==> config.mk <==
export PLATFORM = sky130hd
export DESIGN_NAME = mxint8_stream_packer
export DESIGN_NICKNAME = d
export VERILOG_FILES = /design/src/rtl/mxint8_stream_packer.sv
export SDC_FILE = /design/constraint.sdc
export NUM_CORES = 1
export LEC_CHECK = 0
export CAP_MARGIN = 20
export CORE_MARGIN = 3
export CORE_UTILIZATION = 49
export DETAILED_ROUTE_END_ITERATION = 8
export PLACE_DENSITY = 0.8
export SETUP_SLACK_MARGIN = 0.05
export SYNTH_ARGS = -nofsm -noshare
export SYNTH_HDL_FRONTEND = slang
export SYNTH_SLANG_ARGS = --single-unit
==> constraint.sdc <==
create_clock -name clk -period 2.4 [get_ports clk]
set_input_delay 0.48 -clock clk [delete_from_list [all_inputs] [get_ports clk]]
set_output_delay 0.48 -clock clk [all_outputs]
set_load 0.02 [all_outputs]
==> src/rtl/mxint8_stream_packer.sv <==
// MXINT8 receive-side packer: collects one E8M0 scale beat plus BLOCK_SIZE int8
// element beats into a parallel block, with zero count, NaN flag and framing checks.
module mxint8_stream_packer #(
    parameter int BLOCK_SIZE  = 32,
    parameter int ELEM_WIDTH  = 8,
    parameter int SCALE_WIDTH = 8
) (
    input  logic                               clk,
    input  logic                               rst_n,
    input  logic                               in_valid,
    output logic                               in_ready,
    input  logic [ELEM_WIDTH-1:0]              in_data,
    input  logic                               in_last,
    output logic                               out_valid,
    input  logic                               out_ready,
    output logic [SCALE_WIDTH-1:0]             out_scale,
    output logic [BLOCK_SIZE*ELEM_WIDTH-1:0]   out_elements,
    output logic [$clog2(BLOCK_SIZE):0]        out_zero_num,
    output logic                               out_is_nan,
    output logic                               frame_err
);

    localparam int IDXW = $clog2(BLOCK_SIZE);
    localparam int ZW   = $clog2(BLOCK_SIZE) + 1;

    typedef enum logic [1:0] {
        S_SCALE,
        S_ELEMS,
        S_FULL,
        S_DRAIN
    } state_t;

    state_t                r_state;
    state_t                w_next_state;
    logic [IDXW-1:0]       r_idx;
    logic [SCALE_WIDTH-1:0] r_scale;
    logic                  r_is_nan;
    logic [ZW-1:0]         r_zero_cnt;
    logic [ELEM_WIDTH-1:0] r_elem [BLOCK_SIZE];
    logic                  r_frame_err;

    logic                  w_in_ready;
    logic                  w_out_valid;
    logic                  w_frame_err_next;
    logic                  w_last_elem;
    logic                  w_xfer;

    assign w_last_elem = (r_idx == IDXW'(BLOCK_SIZE - 1));
    assign w_xfer      = in_valid && w_in_ready;

    always_ff @(posedge clk or negedge rst_n) begin
        if (!rst_n) begin
            r_state <= S_SCALE;
        end else begin
            r_state <= w_next_state;
        end
    end

    // Handshake flags depend on state only; transitions use in_valid directly
    // because every state that advances on an input beat has in_ready high.
    always_comb begin
        w_next_state     = r_state;
        w_in_ready       = 1'b0;
        w_out_valid      = 1'b0;
        w_frame_err_next = 1'b0;
        case (r_state)
            S_SCALE: begin
                w_in_ready = 1'b1;
                if (in_valid) begin
                    if (in_last) begin
                        w_frame_err_next = 1'b1;
                    end else begin
                        w_next_state = S_ELEMS;
                    end
                end
            end
            S_ELEMS: begin
                w_in_ready = 1'b1;
                if (in_valid) begin
                    if (w_last_elem) begin
                        if (in_last) begin
                            w_next_state = S_FULL;
                        end else begin
                            w_frame_err_next = 1'b1;
                            w_next_state     = S_DRAIN;
                        end
                    end else if (in_last) begin
                        w_frame_err_next = 1'b1;
                        w_next_state     = S_SCALE;
                    end
                end
            end
            S_FULL: begin
                w_out_valid = 1'b1;
                if (out_ready) begin
                    w_next_state = S_SCALE;
                end
            end
            S_DRAIN: begin
                w_in_ready = 1'b1;
                if (in_valid && in_last) begin
                    w_next_state = S_SCALE;
                end
            end
            default: begin
                w_next_state = S_SCALE;
            end
        endcase
    end

    // Datapath only moves on accepted beats, so everything is frozen in FULL.
    always_ff @(posedge clk or negedge rst_n) begin
        if (!rst_n) begin
            r_idx       <= '0;
            r_scale     <= '0;
            r_is_nan    <= 1'b0;
            r_zero_cnt  <= '0;
            r_frame_err <= 1'b0;
            for (int i = 0; i < BLOCK_SIZE; i++) begin
                r_elem[i] <= '0;
            end
        end else begin
            r_frame_err <= w_frame_err_next;
            if (w_xfer) begin
                case (r_state)
                    S_SCALE: begin
                        if (!in_last) begin
                            r_scale    <= SCALE_WIDTH'(in_data);
                            r_is_nan   <= (SCALE_WIDTH'(in_data) == {SCALE_WIDTH{1'b1}});
                            r_zero_cnt <= '0;
                            r_idx      <= '0;
                        end
                    end
                    S_ELEMS: begin
                        r_elem[r_idx] <= in_data;
                        if (in_data == '0) begin
                            r_zero_cnt <= r_zero_cnt + ZW'(1);
                        end
                        r_idx <= w_last_elem ? '0 : r_idx + IDXW'(1);
                    end
                    default: begin
                    end
                endcase
            end
        end
    end

    // Element 0 lands in the most significant byte of the packed vector.
    always_comb begin
        out_elements = '0;
        for (int i = 0; i < BLOCK_SIZE; i++) begin
            out_elements[(BLOCK_SIZE - i) * ELEM_WIDTH - 1 -: ELEM_WIDTH] = r_elem[i];
        end
    end

    assign in_ready     = w_in_ready;
    assign out_valid    = w_out_valid;
    assign out_scale    = r_scale;
    assign out_zero_num = r_zero_cnt;
    assign out_is_nan   = r_is_nan;
    assign frame_err    = r_frame_err;

endmodule

-- After elaboration in Yosys (flattened, before gate mapping)
Cells that the tools add are included.
- register bits after elaboration: 279
- latch bits: 0
- memory bits (writable): 0
- ROM bits: 0
- input port bits: 13
- output and inout bits: 274
- word-level logic and storage cells: 94
- memories kept: 0
- add/sub/neg operators: 2
- multiply operators: 0
- divide/modulo/power cells: 0
- $lt $le $gt $ge: 2
- eq/ne operators: 12
- shift operators: 0
- multiplexer cells: 26
- bitwise gates (word level): 2
- reductions and logical operators: 12
- operator list (operator ; number):
    bitwise mux 256 bit ; 1
    demux 8 bit (select 5 bit) ; 1
    two-way mux 2 bit ; 7
    two-way mux 6 bit ; 2
    != test 2 bit (second input constant) ; 6
    one-hot mux 6 bit (2 select lines) ; 1
    two-way mux 5 bit ; 2
    one-hot mux 5 bit (2 select lines) ; 1
    equality test 8 bit (second input constant) ; 1
    logical NOT 8 bit ; 1
    two-way mux 1 bit ; 8
    two-way mux 8 bit ; 1
    one-hot mux 2 bit (4 select lines) ; 1
    adder 6 x 1 -> 6 bit (second input constant) ; 1
    >= comparator 6 bit (second input constant) ; 1
    < comparator 6 x 1 -> 1 bit (second input constant) ; 1
    NOT 5 -> 6 bit ; 1
    AND reduction 3 bit ; 2
    AND reduction 6 bit ; 1
    adder 5 x 1 -> 5 bit (second input constant) ; 1
    equality test 5 bit (second input constant) ; 1
    equality test 2 bit (second input constant) ; 2
    AND reduction 4 bit ; 1
    logical AND 1 bit ; 3
    8 further kinds ; 8

-- Logic depth before layout (Yosys ltp)
- depth after elaboration: 6
- gate-level depth with buffers: 8
- depth with buffers taken out: 8

-- Worst setup path before layout
Ideal clock, no wire load.
- path type: register to register
- start: reg r_idx[0]
- end: reg r_state[0]
- setup time: 0.079 ns
- data arrival time: 1.791 ns
- data required time: 2.321 ns
- setup slack: 0.529 ns
- cell stages (with the launch flop): 9
- buffers on the path: 0
- clock period less this slack: 1.871 ns
- cell sequence: dfrtp_1 ha_1 and3_1 ha_1 inv_1 ha_1 nand3_1 a32oi_1 mux2i_1
- cells in the longest elaborated chain, start to end: 4
- elaborated cells between the ends (all ways): 6
- those cells by class: 2 x eq/ne; 3 x mux; 1 x reduce/logical
- ends and longest elaborated chain (item ; line ; source):
    start, declared ; 35 ; logic [IDXW-1:0] r_idx;
    start signal, assigned ; 139 ; r_idx <= w_last_elem ? '0 : r_idx + IDXW'(1);
    equality test 5 bit (*) ; 48 ; assign w_last_elem = (r_idx == IDXW'(BLOCK_SIZE - 1));
    two-way mux 2 bit ; 80 ; if (w_last_elem) begin
    two-way mux 2 bit ; 79 ; if (in_valid) begin
    one-hot mux 2 bit (4 select lines) ; 66 ; case (r_state)
    end signal, assigned ; 55 ; r_state <= w_next_state;
    end, declared ; 33 ; state_t r_state;
Mark *: on every way between the ends. The rest lies on a longest branch, timed or not. The select of a mux whose other input is x is not followed.
A chain may end at the register's enable or synchronous reset.

-- Worst setup path after layout
- start: reg r_zero_cnt[4] (netlist: out_zero_num[4])
- end: out out_zero_num[4]
- RTL lines (item ; line ; source):
    start, declared ; 38 ; logic [ZW-1:0] r_zero_cnt;
    start signal, assigned ; 137 ; r_zero_cnt <= r_zero_cnt + ZW'(1);
    end, declared ; 18 ; output logic [$clog2(BLOCK_SIZE):0] out_zero_num,
No word-level cell between the ends.

==> results.tsv <==
metric	value	unit
number of global-route vias before repair	7452	
worst path arrival time	1640	ps
# IOs	287	
largest net degree at the start of global routing	72	
PortBufs	286	
Tot Pwr	13610	µW
Synth Instances	708	
CP peak stage delay	680	ps
vias	7134	
leak pwr	0.007342	µW
RSZ-0062 raised after global routing	no	
CP Cell Sequence	clkdlybuf4s50_1	
run status	completed	
first-pass GRT wire length	45.21	mm
CP Launch Type	register	
Crit Path Class	reg2out	
R2R Path End	r_state[1]	
H-tree depth	1	
Final HPWL DP	19.32	mm
CTS tree	yes	
Synth Cell Area	11000	µm²
die span in y	155.8	µm
CTS sink cnt	279	
Cells after DPL	1269	
post-synth cell types	36	
Setup violations, final	0	
post-detailed-route wirelength per cell	22.09	µm
Max-Cap Viols	0	
Mapped Avg Cell Area	15.53	µm²
full die area	24280	µm²
DR pass1 iterations	4	
IR Drop Worst-Case VDD	0.0008180	V
R2R Setup Slk	290	ps
DRT iter0 DRCs	282	
Slew Viols, Final	0	
Pwr Density	886.9	nW/µm²
Hold Path Origin	in_data[4]	
max_slew headroom	60.81	%
RePlAce Congestion	0.8238	
Hold Path Depth	5	
Rows	54	
HP Class	in2reg	
Crit path max-delay family	buffers and inverters	
area grow syn2layout	39.52	%
final WL	29.25	mm
crit share post-route	88.17	%
clk slew on worst S/H paths	70	ps
reg2reg path depth	8	
Setup crit end kind	output pin	
clk_skew	8.439	ps
Total GRT Usage	23.96	%
CTS Buf Count	29	
die width	155.8	µm
initial antenna violation count	1	
syn nets	729	
Hold EP	out_zero_num[4]	
slew of the pin with the lowest slew margin	582.5	ps
crit path buf inv count	1	
Final ANT Viol Nets	0	
Fin. Hold Viols	0	
fmax	472.6	MHz
layout cells sized above 1	36.15	%
setup_tns	0	ps
Vias per Instance	5.388	
GRT overflow	0	
worst reg2reg startpoint	r_idx[0]	
Post-Layout Cell Count	1324	
synth warn	0	
CP max stage cell	clkdlybuf4s50_1	
sequential-to-total area share from yosys stat	63.48	%
clock root cell	clkbuf_16	
DR DRC count	0	
nets	1042	
FF+latch count, synth	279	
CP max FO	6	
core area	21960	µm²
post-route minimum period	2116	ps
later-pin clock latency in the skew report	530	ps
worst-case clock buffer depth	3	
initial core utilization	50.09	%
Worst Path Required	1920	ps
worst max-delay path by stage:
stage	slack, ps	depth (start not counted)	start	endpoint
after floorplan	530	8	r_idx[0]	r_state[0]
after global placement	60	6	in_valid	out_elements[93]
after detailed placement	30	6	in_valid	out_elements[155]
after CTS	260	1	out_zero_num[2]	out_zero_num[2]
after global routing	170	8	r_idx[0]	r_state[1]
final	280	1	out_zero_num[4]	out_zero_num[4]
cells by family (layout without fill, tap and decap cells):
group                    after synthesis  in the layout  share of synthesized area, %
AND/OR/NAND/NOR                       89             89                         5.393
multiplexers                         268            268                         27.41
other                                  0              1                             0
flip-flops                           279            279                         63.48
adder cells (fa/ha/maj)                8              8                        0.9102
buffers and inverters                 43            378                         1.615
AO/OA/AOI/OAI                         21             21                         1.194
routing by layer:
metal | track usage, % | wire length [µm] | up-vias
li1 | - | - | 3138
met1 | 33.05 | 12590 | 3701
met2 | 38.47 | 13850 | 250
met3 | 5.465 | 1929 | 45
met4 | 6.981 | 883 | 0
met5 | 0 | 0 | -
where the power goes:
part	total, µW	switching [µW]	internal, µW
clock network	4550	1840	2710
logic	3370	1740	1630
registers	5700	376	5320
synthesized netlist by cell type:
master / number / area share (%)
a21o_1: 2 / 0.14
a21oi_1: 3 / 0.14
a32oi_1: 1 / 0.080
and2b_1: 1 / 0.068
and3_1: 7 / 0.40
buf_2: 7 / 0.32
buf_4: 2 / 0.14
clkbuf_1: 25 / 0.85
dfrtp_1: 279 / 63
ha_1: 8 / 0.91
inv_1: 9 / 0.31
mux2_1: 12 / 1.2
mux2_2: 253 / 26
mux2i_1: 3 / 0.27
nand2_1: 16 / 0.55
nand2_2: 12 / 0.68
nand2b_1: 2 / 0.11
nand3_1: 9 / 0.41
nand3_4: 1 / 0.16
nand3b_1: 3 / 0.20
nand4_1: 4 / 0.23
nor2_1: 5 / 0.17
nor2_2: 12 / 0.68
nor2_8: 4 / 0.73
nor2b_1: 3 / 0.17
nor3_1: 2 / 0.091
nor3_2: 1 / 0.091
nor3b_2: 3 / 0.34
nor4_1: 2 / 0.11
nor4b_2: 1 / 0.14
o21ai_0: 9 / 0.41
o21ai_1: 1 / 0.045
o22a_1: 3 / 0.24
o311ai_0: 1 / 0.080
o31ai_1: 1 / 0.068
or3_1: 1 / 0.057
stage by stage:
stage	util [%]	setup WS [ps]	instance area [µm²]	hold WS [ps]
final	69.88	283.9	15340	455.5
after global routing	69.88	172.5	15340	462.6
after CTS	69.87	260.0	15340	422.4
after detailed placement	65.32	30.32	14340	440.4
after global placement	65.32	63.28	14340	446.2
after floorplan	-	529.4	11000	184.4
worst reg2reg max path, cell delays in order, from the launching register on:
cell and delay, ps:
dfrtp_1 430, ha_1 290, and3_1 210, ha_1 220
inv_1 110, ha_1 160, nand3_1 70, a32oi_1 320
mux2i_1 220
flip-flops by register name, indices dropped and copies added, names as in the netlist:
| register | flops |
|---|---|
| r_state | 2 |
| frame_err | 1 |
| out_scale | 8 |
| out_elements | 256 |
| out_is_nan | 1 |
| out_zero_num | 6 |
| r_idx | 5 |
final cells by class:
cell class,count,area (µm²)
antenna,1,2.502
tap,280,350.3
multi-input combinational,386,3846
clock buffer,40,857.1
sequential,279,6983
clock inverter,13,126.4
fill,1520,6614
inverter,9,33.78
timing repair buffer,316,3146
cell usage in the layout, fill, tap and decap left out, drive strengths merged, types with 4 or more instances in the layout:
master	synthesis	layout
and3	7	7
buf	9	37
clkbuf	25	40
clkdlybuf4s50	0	276
clkinv	0	8
dfrtp	279	279
ha	8	8
inv	9	10
mux2	265	265
nand2	28	28
nand3	10	10
nand4	4	4
nor2	21	21
o21ai	10	10
timing repair:
action | CTS | global route
resized for setup | 5 | 0
setup endpoints to repair | 2 | 0
hold endpoints to repair | 52 | 0
setup buffers | 0 | 0
hold buffers | 1 | 0
Note: power is estimated with default switching activity, not from simulation.
